[src/rtl/bus_arbiter.sv]
// Round-robin arbiter sharing one valid/ready slave port among N_MASTERS requesters.
// Each grant covers exactly one transfer; a watchdog aborts transfers the slave never
// completes and signals the aborted master with a one-cycle error pulse.
module bus_arbiter #(
    parameter int unsigned N_MASTERS = 4,
    parameter int unsigned ADDR_W    = 16,
    parameter int unsigned DATA_W    = 32,
    parameter int unsigned TIMEOUT   = 255
) (
    input  logic                          clk,
    input  logic                          rst_n,
    input  logic [N_MASTERS-1:0]          m_valid,
    input  logic [N_MASTERS-1:0]          m_read,
    input  logic [N_MASTERS-1:0]          m_write,
    input  logic [N_MASTERS*ADDR_W-1:0]   m_addr,
    input  logic [N_MASTERS*DATA_W-1:0]   m_write_data,
    output logic [N_MASTERS-1:0]          m_ready,
    output logic [DATA_W-1:0]             m_read_data,
    output logic [N_MASTERS-1:0]          m_err,
    output logic                          s_valid,
    output logic                          s_read,
    output logic                          s_write,
    output logic [ADDR_W-1:0]             s_addr,
    output logic [DATA_W-1:0]             s_write_data,
    input  logic                          s_ready,
    input  logic [DATA_W-1:0]             s_read_data,
    output logic [N_MASTERS-1:0]          grant,
    output logic                          busy
);

    localparam int unsigned PtrW = (N_MASTERS > 1) ? $clog2(N_MASTERS) : 1;
    // Counter only ever holds 0..TIMEOUT-1; the +1 view below reaches TIMEOUT.
    localparam int unsigned CntW = (TIMEOUT > 1) ? $clog2(TIMEOUT + 1) : 1;

    typedef enum logic [0:0] {
        StIdle,
        StGrant
    } state_e;

    state_e                 state_q, state_d;
    logic [N_MASTERS-1:0]   grant_q, grant_d;
    logic [PtrW-1:0]        last_ptr_q, last_ptr_d;
    logic [CntW-1:0]        wdog_q, wdog_d;
    logic [N_MASTERS-1:0]   err_q, err_d;

    logic                   pick_any;
    logic [PtrW-1:0]        pick_idx;
    logic [N_MASTERS-1:0]   pick_oh;
    logic [PtrW-1:0]        cand;
    logic [CntW:0]          cnt_now;
    logic                   timeout_hit;

    // Cycle number within the current grant, counting the first GRANT cycle as 1.
    assign cnt_now     = {1'b0, wdog_q} + (CntW + 1)'(1);
    assign timeout_hit = (TIMEOUT != 0) && (cnt_now == (CntW + 1)'(TIMEOUT));

    // Rotating priority search: first requester after the last winner, wrapping.
    always_comb begin
        pick_any = 1'b0;
        pick_idx = '0;
        pick_oh  = '0;
        cand     = '0;
        for (int unsigned k = 1; k <= N_MASTERS; k++) begin
            cand = PtrW'((32'(last_ptr_q) + k) % N_MASTERS);
            if (!pick_any && m_valid[cand]) begin
                pick_any      = 1'b1;
                pick_idx      = cand;
                pick_oh[cand] = 1'b1;
            end
        end
    end

    // Next-state logic: arbitrate in IDLE, release on completion or watchdog expiry.
    always_comb begin
        state_d    = state_q;
        grant_d    = grant_q;
        last_ptr_d = last_ptr_q;
        wdog_d     = wdog_q;
        err_d      = '0;
        unique case (state_q)
            StIdle: begin
                if (pick_any) begin
                    state_d    = StGrant;
                    grant_d    = pick_oh;
                    last_ptr_d = pick_idx;
                    wdog_d     = '0;
                end
            end
            StGrant: begin
                // Completion wins over a coincident timeout.
                if (s_ready) begin
                    state_d = StIdle;
                    grant_d = '0;
                    wdog_d  = '0;
                end else if (timeout_hit) begin
                    state_d = StIdle;
                    grant_d = '0;
                    wdog_d  = '0;
                    err_d   = grant_q;
                end else if (TIMEOUT != 0) begin
                    wdog_d = cnt_now[CntW-1:0];
                end
            end
            default: begin
                state_d = StIdle;
                grant_d = '0;
                wdog_d  = '0;
            end
        endcase
    end

    // State registers; reset leaves the pointer on the last master so master 0 wins first.
    always_ff @(posedge clk or negedge rst_n) begin
        if (!rst_n) begin
            state_q    <= StIdle;
            grant_q    <= '0;
            last_ptr_q <= PtrW'(N_MASTERS - 1);
            wdog_q     <= '0;
            err_q      <= '0;
        end else begin
            state_q    <= state_d;
            grant_q    <= grant_d;
            last_ptr_q <= last_ptr_d;
            wdog_q     <= wdog_d;
            err_q      <= err_d;
        end
    end

    // Forward the granted master's command; everything reads as zero while idle.
    always_comb begin
        s_read       = 1'b0;
        s_write      = 1'b0;
        s_addr       = '0;
        s_write_data = '0;
        if (state_q == StGrant) begin
            for (int unsigned i = 0; i < N_MASTERS; i++) begin
                if (grant_q[i]) begin
                    s_read       = s_read | m_read[i];
                    s_write      = s_write | m_write[i];
                    s_addr       = s_addr | m_addr[i*ADDR_W +: ADDR_W];
                    s_write_data = s_write_data | m_write_data[i*DATA_W +: DATA_W];
                end
            end
        end
    end

    assign busy        = (state_q == StGrant);
    assign s_valid     = busy;
    assign grant       = grant_q;
    assign m_ready     = grant_q & {N_MASTERS{s_ready & busy}};
    assign m_err       = err_q;
    assign m_read_data = s_read_data;

endmodule

[config.mk]
export PLATFORM = sky130hd
export DESIGN_NAME = bus_arbiter
export DESIGN_NICKNAME = d
export VERILOG_FILES = /design/src/rtl/bus_arbiter.sv
export SDC_FILE = /design/constraint.sdc
export NUM_CORES = 1
export LEC_CHECK = 0
export BUFFER_PORTS_ARGS = -buffer_cell sky130_fd_sc_hd__buf_2
export CORE_AREA = 2 2 129 131
export CTS_BUF_LIST = sky130_fd_sc_hd__clkbuf_8
export DETAILED_ROUTE_END_ITERATION = 10
export DIE_AREA = 0 0 131 133
export GPL_TIMING_DRIVEN = 0
export HOLD_SLACK_MARGIN = 0.1
export SLEW_MARGIN = 15
export SYNTH_ARGS = -nofsm -noshare
export SYNTH_HDL_FRONTEND = slang
export SYNTH_SLANG_ARGS = --single-unit
[constraint.sdc]
create_clock -name clk -period 6.9 [get_ports clk]
set_clock_uncertainty 0.15 [all_clocks]
set_input_delay 1.035 -clock clk [delete_from_list [all_inputs] [get_ports clk]]
set_output_delay 1.035 -clock clk [all_outputs]
set_load 0.005 [all_outputs]
# Word level (Yosys, flattened, before mapping)
# Cells that the tools add are included.
totals:
  elab_cells: 126
  ramBits: 0
  ff_bits: 19
  output_inout_bits: 96
  latchBits: 0
  memories: 0
  rom_bits: 0
  inputBits: 239
op_classes:
  n_addsub: 5
  mux: 75
  bitwise_logic: 18
  n_mul: 0
  div_mod_pow: 0
  reduce_logical: 12
  shift: 0
  order_cmp: 8
  n_eq_ne: 3
op_table:
  columns: ["cell", "n"]
  rows:
  - ["$mux W32", 8]
  - ["$mux W16", 8]
  - ["$or A32 B32 Y32", 3]
  - ["$or A16 B16 Y16", 3]
  - ["$mux W4", 10]
  - ["$mux W1", 31]
  - ["$mux W8", 3]
  - ["$pmux W8 S2", 1]
  - ["$lt A2 B3 Y1 const B", 4]
  - ["$or A4 B4 Y4", 3]
  - ["$add A8 B1 Y9 const B", 1]
  - ["$eq A9 B8 Y1 const B", 1]
  - ["$bmux W1 S2", 4]
  - ["$demux W1 S2", 4]
  - ["$ge A2 B1 Y1 const B", 4]
  - ["$mux W2", 4]
  - ["$pmux W4 S2", 1]
  - ["$logic_and A1 B1 Y1", 7]
  - ["$or A1 B1 Y1", 6]
  - ["$add A2 B1 Y2 const B", 2]
  - ["$add A2 B2 Y2 const B", 2]
  - ["$and A4 B4 Y4", 1]
  - ["$reduce_and A2 Y1", 2]
  - ["$logic_not A1 Y1", 3]
  - ["5 further kinds", 5]

# Longest topological paths before layout
logic_depth:
  word_depth: 15
  depth_mapped: 11
  ltp_nobuf: 7

# Least setup slack after synthesis
# Ideal clock, no wire load.
synth_timing:
  kind: "register to register"
  from: "reg last_ptr_q[0]"
  to: "reg grant_q[0] (netlist: grant[0])"
  path_stages_with_launch: 11
  setup_ns: 0.078
  required_time_ns: 6.672
  path_buffers: 3
  arrival_ns: 3.018
  path_slack_ns: 3.654
  period_less_slack_ns: 3.246
  path_cell_list: "dfstp_2 > buf_6 > clkbuf_1 > inv_1 > ha_1 > clkbuf_1 > mux4_2 > or4_4 > or2_4 > o21ai_4 > o2bb2ai_1"
synth_between:
  elab_chain_len: 15
  elab_cells_between_ends: 53
synth_rtl:
  columns: ["item", "line_no", "text"]
  rows:
  - ["start: declaration", "42", "logic [PtrW-1:0] last_ptr_q, last_ptr_d;"]
  - ["start signal: assignment", "117", "last_ptr_q <= PtrW'(N_MASTERS - 1);"]
  - ["start signal: assignment", "123", "last_ptr_q <= last_ptr_d;"]
  - ["parallel branches: the longest is 15 deep, another holds $lt A2 B3 Y1", null, null]
  - ["end signal: assignment", "122", "grant_q <= grant_d;"]
  - ["end: declaration", "41", "logic [N_MASTERS-1:0] grant_q, grant_d;"]
# Several ways; the timed one is not identified. The select of a mux whose other input is x is not followed.
# A chain may end at the register's enable or synchronous reset.

# Final worst setup path
layout_timing:
  from: "reg state_q (netlist: busy)"
  to: "out s_write_data[13]"
layout_between:
  elab_chain_len: 1
layout_rtl:
  columns: ["item", "line_no", "text"]
  rows:
  - ["start: declaration", "40", "state_e state_q, state_d;"]
  - ["start signal: assignment", "115", "state_q <= StIdle;"]
  - ["start signal: assignment", "121", "state_q <= state_d;"]
  - ["$mux W32", "135", "if (state_q == StGrant) begin"]
  - ["end: declaration", "24", "output logic [DATA_W-1:0] s_write_data,"]
# Every way passes these cells.

==> out/metrics.csv <==
stage;metric;value;unit
die;die_x;131;um
place;numPortBuffers;300;
synth;postSynth.asyncResetShare;1.00;
route;via_count;4170;
synth;synth_cells;365;
synth;synth_cell_types;52;
sta;period_share;0.567;
clock_network;clk_pin_slew;0.07;ns
clock_network;numClockSinks;19;
global_route;grt_max_degree;20;
synth;avgSynthCellArea;8.11;um2
die;io_pins;335;
synth;ys.flop_type;dfrtp_1;
clock_network;tritoncts;yes;
global_route;grt_antenna_before_repair;2;
pwr;leakagePower;2.39;nW
layout;drive_gt1_frac;0.525;
sta;max_slew_margin;0.495;
route;avgViaCountPerCell;4.69;
synth;synthesis.nets;614;
layout;fill_cells;1773;
clock_network;postCtsHoldBufs;0;
sta;worst_pin_slew;0.754;ns
layout;nets;919;
route;drt_pass1_iterations;5;
worst_hold_path;hp-class;flip-flop to flip-flop;
worst_setup_path;worstPathArrival;2.72;ns
synth;synth-seq-cells;19;
sta;setup_viol;0;
layout;area_growth;61.5;%
worst_setup_path;cp.required;5.71;ns
die;die_h;133;um
die;dieArea;17400;um2
synth;synth_area;2960;um2
sta;rsz0062_at_grt;no;
clock_network;root_buffer;clkbuf_8;
pwr;power.total;1.40;mW
run;maxCapViolCount;0;
pwr;peakVddDrop;0.140;mV
clock_network;cts_resized;0;
layout;diodes;0;
worst_setup_path;worstSetupEndpointType;output pin;
global_route;grt_overflow;0;
outcome;outcome;complete, no violations;
sta;min_period;3.91;ns
sta;worst_slack;2.99;ns
clock_network;cts_buffers;3;
route;wl_per_cell;19.0;um
route;dr.first_iter.drc_count;229;
clock_network;post_cts_buffers;0;
die;coreArea;16200;um2
place;pre_cts_slack;3.09;ns
synth;synth_warnings;0;
sta;hold_viol_final;0;
worst_setup_path;critPathLaunchType;flip-flop;
place;place_congestion;0.851;
place;hpwlAfterDp;14.3;mm
clock_network;clock_path_buffers;2;
worst_setup_path;crit_path_max_fanout;10;
sta;tns;0;ns
global_route;grt_pass1_vias;3909;
pwr;p_per_area;293;nW/um2
die;row_count;47;
clock_network;h-tree-depth;1;
sta;fmax;0.256;GHz
sta;finalMaxSlewViolations;0;
route;ant_nets;0;
synth;ys_seq_area_frac;0.161;
route;drc;0;
global_route;grt_usage;0.177;
route;wl;16.9;mm
clock_network;clkLatencyLatePin;0.26;ns
synth;synth_edf_count;0;
global_route;grt_pass1_wl;23.2;mm
die;initial_utilization;0.183;
worst_setup_path;crit_type;flip-flop to output pin;
registers in the layout, indices dropped and copies added (netlist names):
register	cells
busy	1
grant	4
last_ptr_q	2
m_err	4
wdog_q	8
synth_stat cells, types with 2 or more instances:
| master | count | area (um2) |
|---|---|---|
| a22oi_1 | 104 | 781 |
| a21boi_0 | 50 | 375 |
| buf_4 | 33 | 248 |
| clkbuf_1 | 32 | 120 |
| dfrtp_1 | 17 | 425 |
| nand2_1 | 11 | 41.3 |
| ha_1 | 10 | 125 |
| o21ai_0 | 10 | 50.1 |
| and3_1 | 8 | 50.1 |
| nor2_1 | 7 | 26.3 |
| a21o_1 | 5 | 37.5 |
| nand2b_1 | 5 | 31.3 |
| a311o_1 | 4 | 40.0 |
| buf_1 | 4 | 15.0 |
| nand3_1 | 4 | 20.0 |
| nor4b_1 | 4 | 35.0 |
| o2bb2ai_1 | 4 | 35.0 |
| a31oi_1 | 3 | 18.8 |
| buf_2 | 3 | 15.0 |
| inv_1 | 3 | 11.3 |
| mux2i_1 | 3 | 30.0 |
| mux4_2 | 3 | 67.6 |
| nor2b_1 | 3 | 18.8 |
| or3_1 | 3 | 18.8 |
| a211oi_1 | 2 | 15.0 |
| a221oi_1 | 2 | 17.5 |
| dfstp_2 | 2 | 52.6 |
| xor2_1 | 2 | 17.5 |
per-stage QoR:
stage | util | hold WS (ns) | cell area (um2) | instances
floorplan | - | 0.309 | 2960 | 365
global placement | 0.293 | 0.343 | 4740 | 885
detailed placement | 0.293 | 0.351 | 4740 | 885
CTS | 0.296 | 0.365 | 4780 | 889
global route | 0.296 | 0.394 | 4780 | 889
finish | 0.296 | 0.367 | 4780 | 889
metal layers:
| metal | up-vias | track usage | share of wire |
|---|---|---|---|
| met4 | 4 | 0.0242 | 0.010 |
| met2 | 191 | 0.293 | 0.46 |
| met5 | - | 0 | 0.0014 |
| li1 | 2014 | - | - |
| met3 | 15 | 0.0663 | 0.12 |
| met1 | 1946 | 0.223 | 0.41 |
cell usage in the layout, fill, tap and decap left out, types with 5 or more instances in the layout:
cell | synthesis | layout
dfrtp_1 | 17 | 17
a21o_1 | 5 | 5
buf_2 | 3 | 303
o21ai_0 | 10 | 10
a22oi_1 | 104 | 104
a21boi_0 | 50 | 50
clkbuf_1 | 32 | 32
nand2b_1 | 5 | 5
nand2_1 | 11 | 11
nor2_1 | 7 | 7
buf_4 | 33 | 33
and3_1 | 8 | 8
ha_1 | 10 | 10
area by class of cell:
cell class	count	area (um2)	area share
inverter	3	11.3	0.00235
tap	220	275	0.0575
multi-input combinational	270	2060	0.431
sequential	19	478	0.0999
clock inverter	1	3.75	0.000785
buffer	73	409	0.0855
clock buffer	3	41.3	0.00863
timing repair buffer	300	1500	0.314
logic make-up (layout without fill, tap and decap cells):
logic type	Yosys count	after routing	share of synthesized area
AO/OA/AOI/OAI	193	193	0.490
buffers and inverters	76	380	0.142
AND/OR/NAND/NOR	57	57	0.112
XOR/XNOR	2	2	0.00592
flip-flops	19	19	0.161
adder cells (fa/ha/maj)	10	10	0.0422
multiplexers	8	8	0.0456
worst max-delay path, cell delays in order (launching register included):
cell and delay [ns]:
dfrtp_1 0.36, clkbuf_1 0.50, clkbuf_1 0.55, clkbuf_1 0.50, a21boi_1 0.34, buf_2 0.20
path summary, 6_finish.rpt:
check                         startpoint  slack [ns]                to  cells after the start
setup reg to reg           last_ptr_q[0]        3.12         wdog_q[5]                     10
min in group asynchronous          rst_n        0.56              busy                      1
setup / recovery                    busy        2.99  s_write_data[13]                      5
hold reg to reg                wdog_q[7]        0.37         wdog_q[7]                      1
max in group asynchronous          rst_n        5.70     last_ptr_q[1]                      1
hold / removal                 wdog_q[7]        0.37         wdog_q[7]                      1
where the power goes:
| group | internal, mW | switching (mW) |
|---|---|---|
| clock network | 0.0396 | 0.0373 |
| logic | 0.495 | 0.668 |
| registers | 0.139 | 0.0255 |
| total | 0.673 | 0.731 |
No activity file was read; power rests on OpenSTA's default activity.
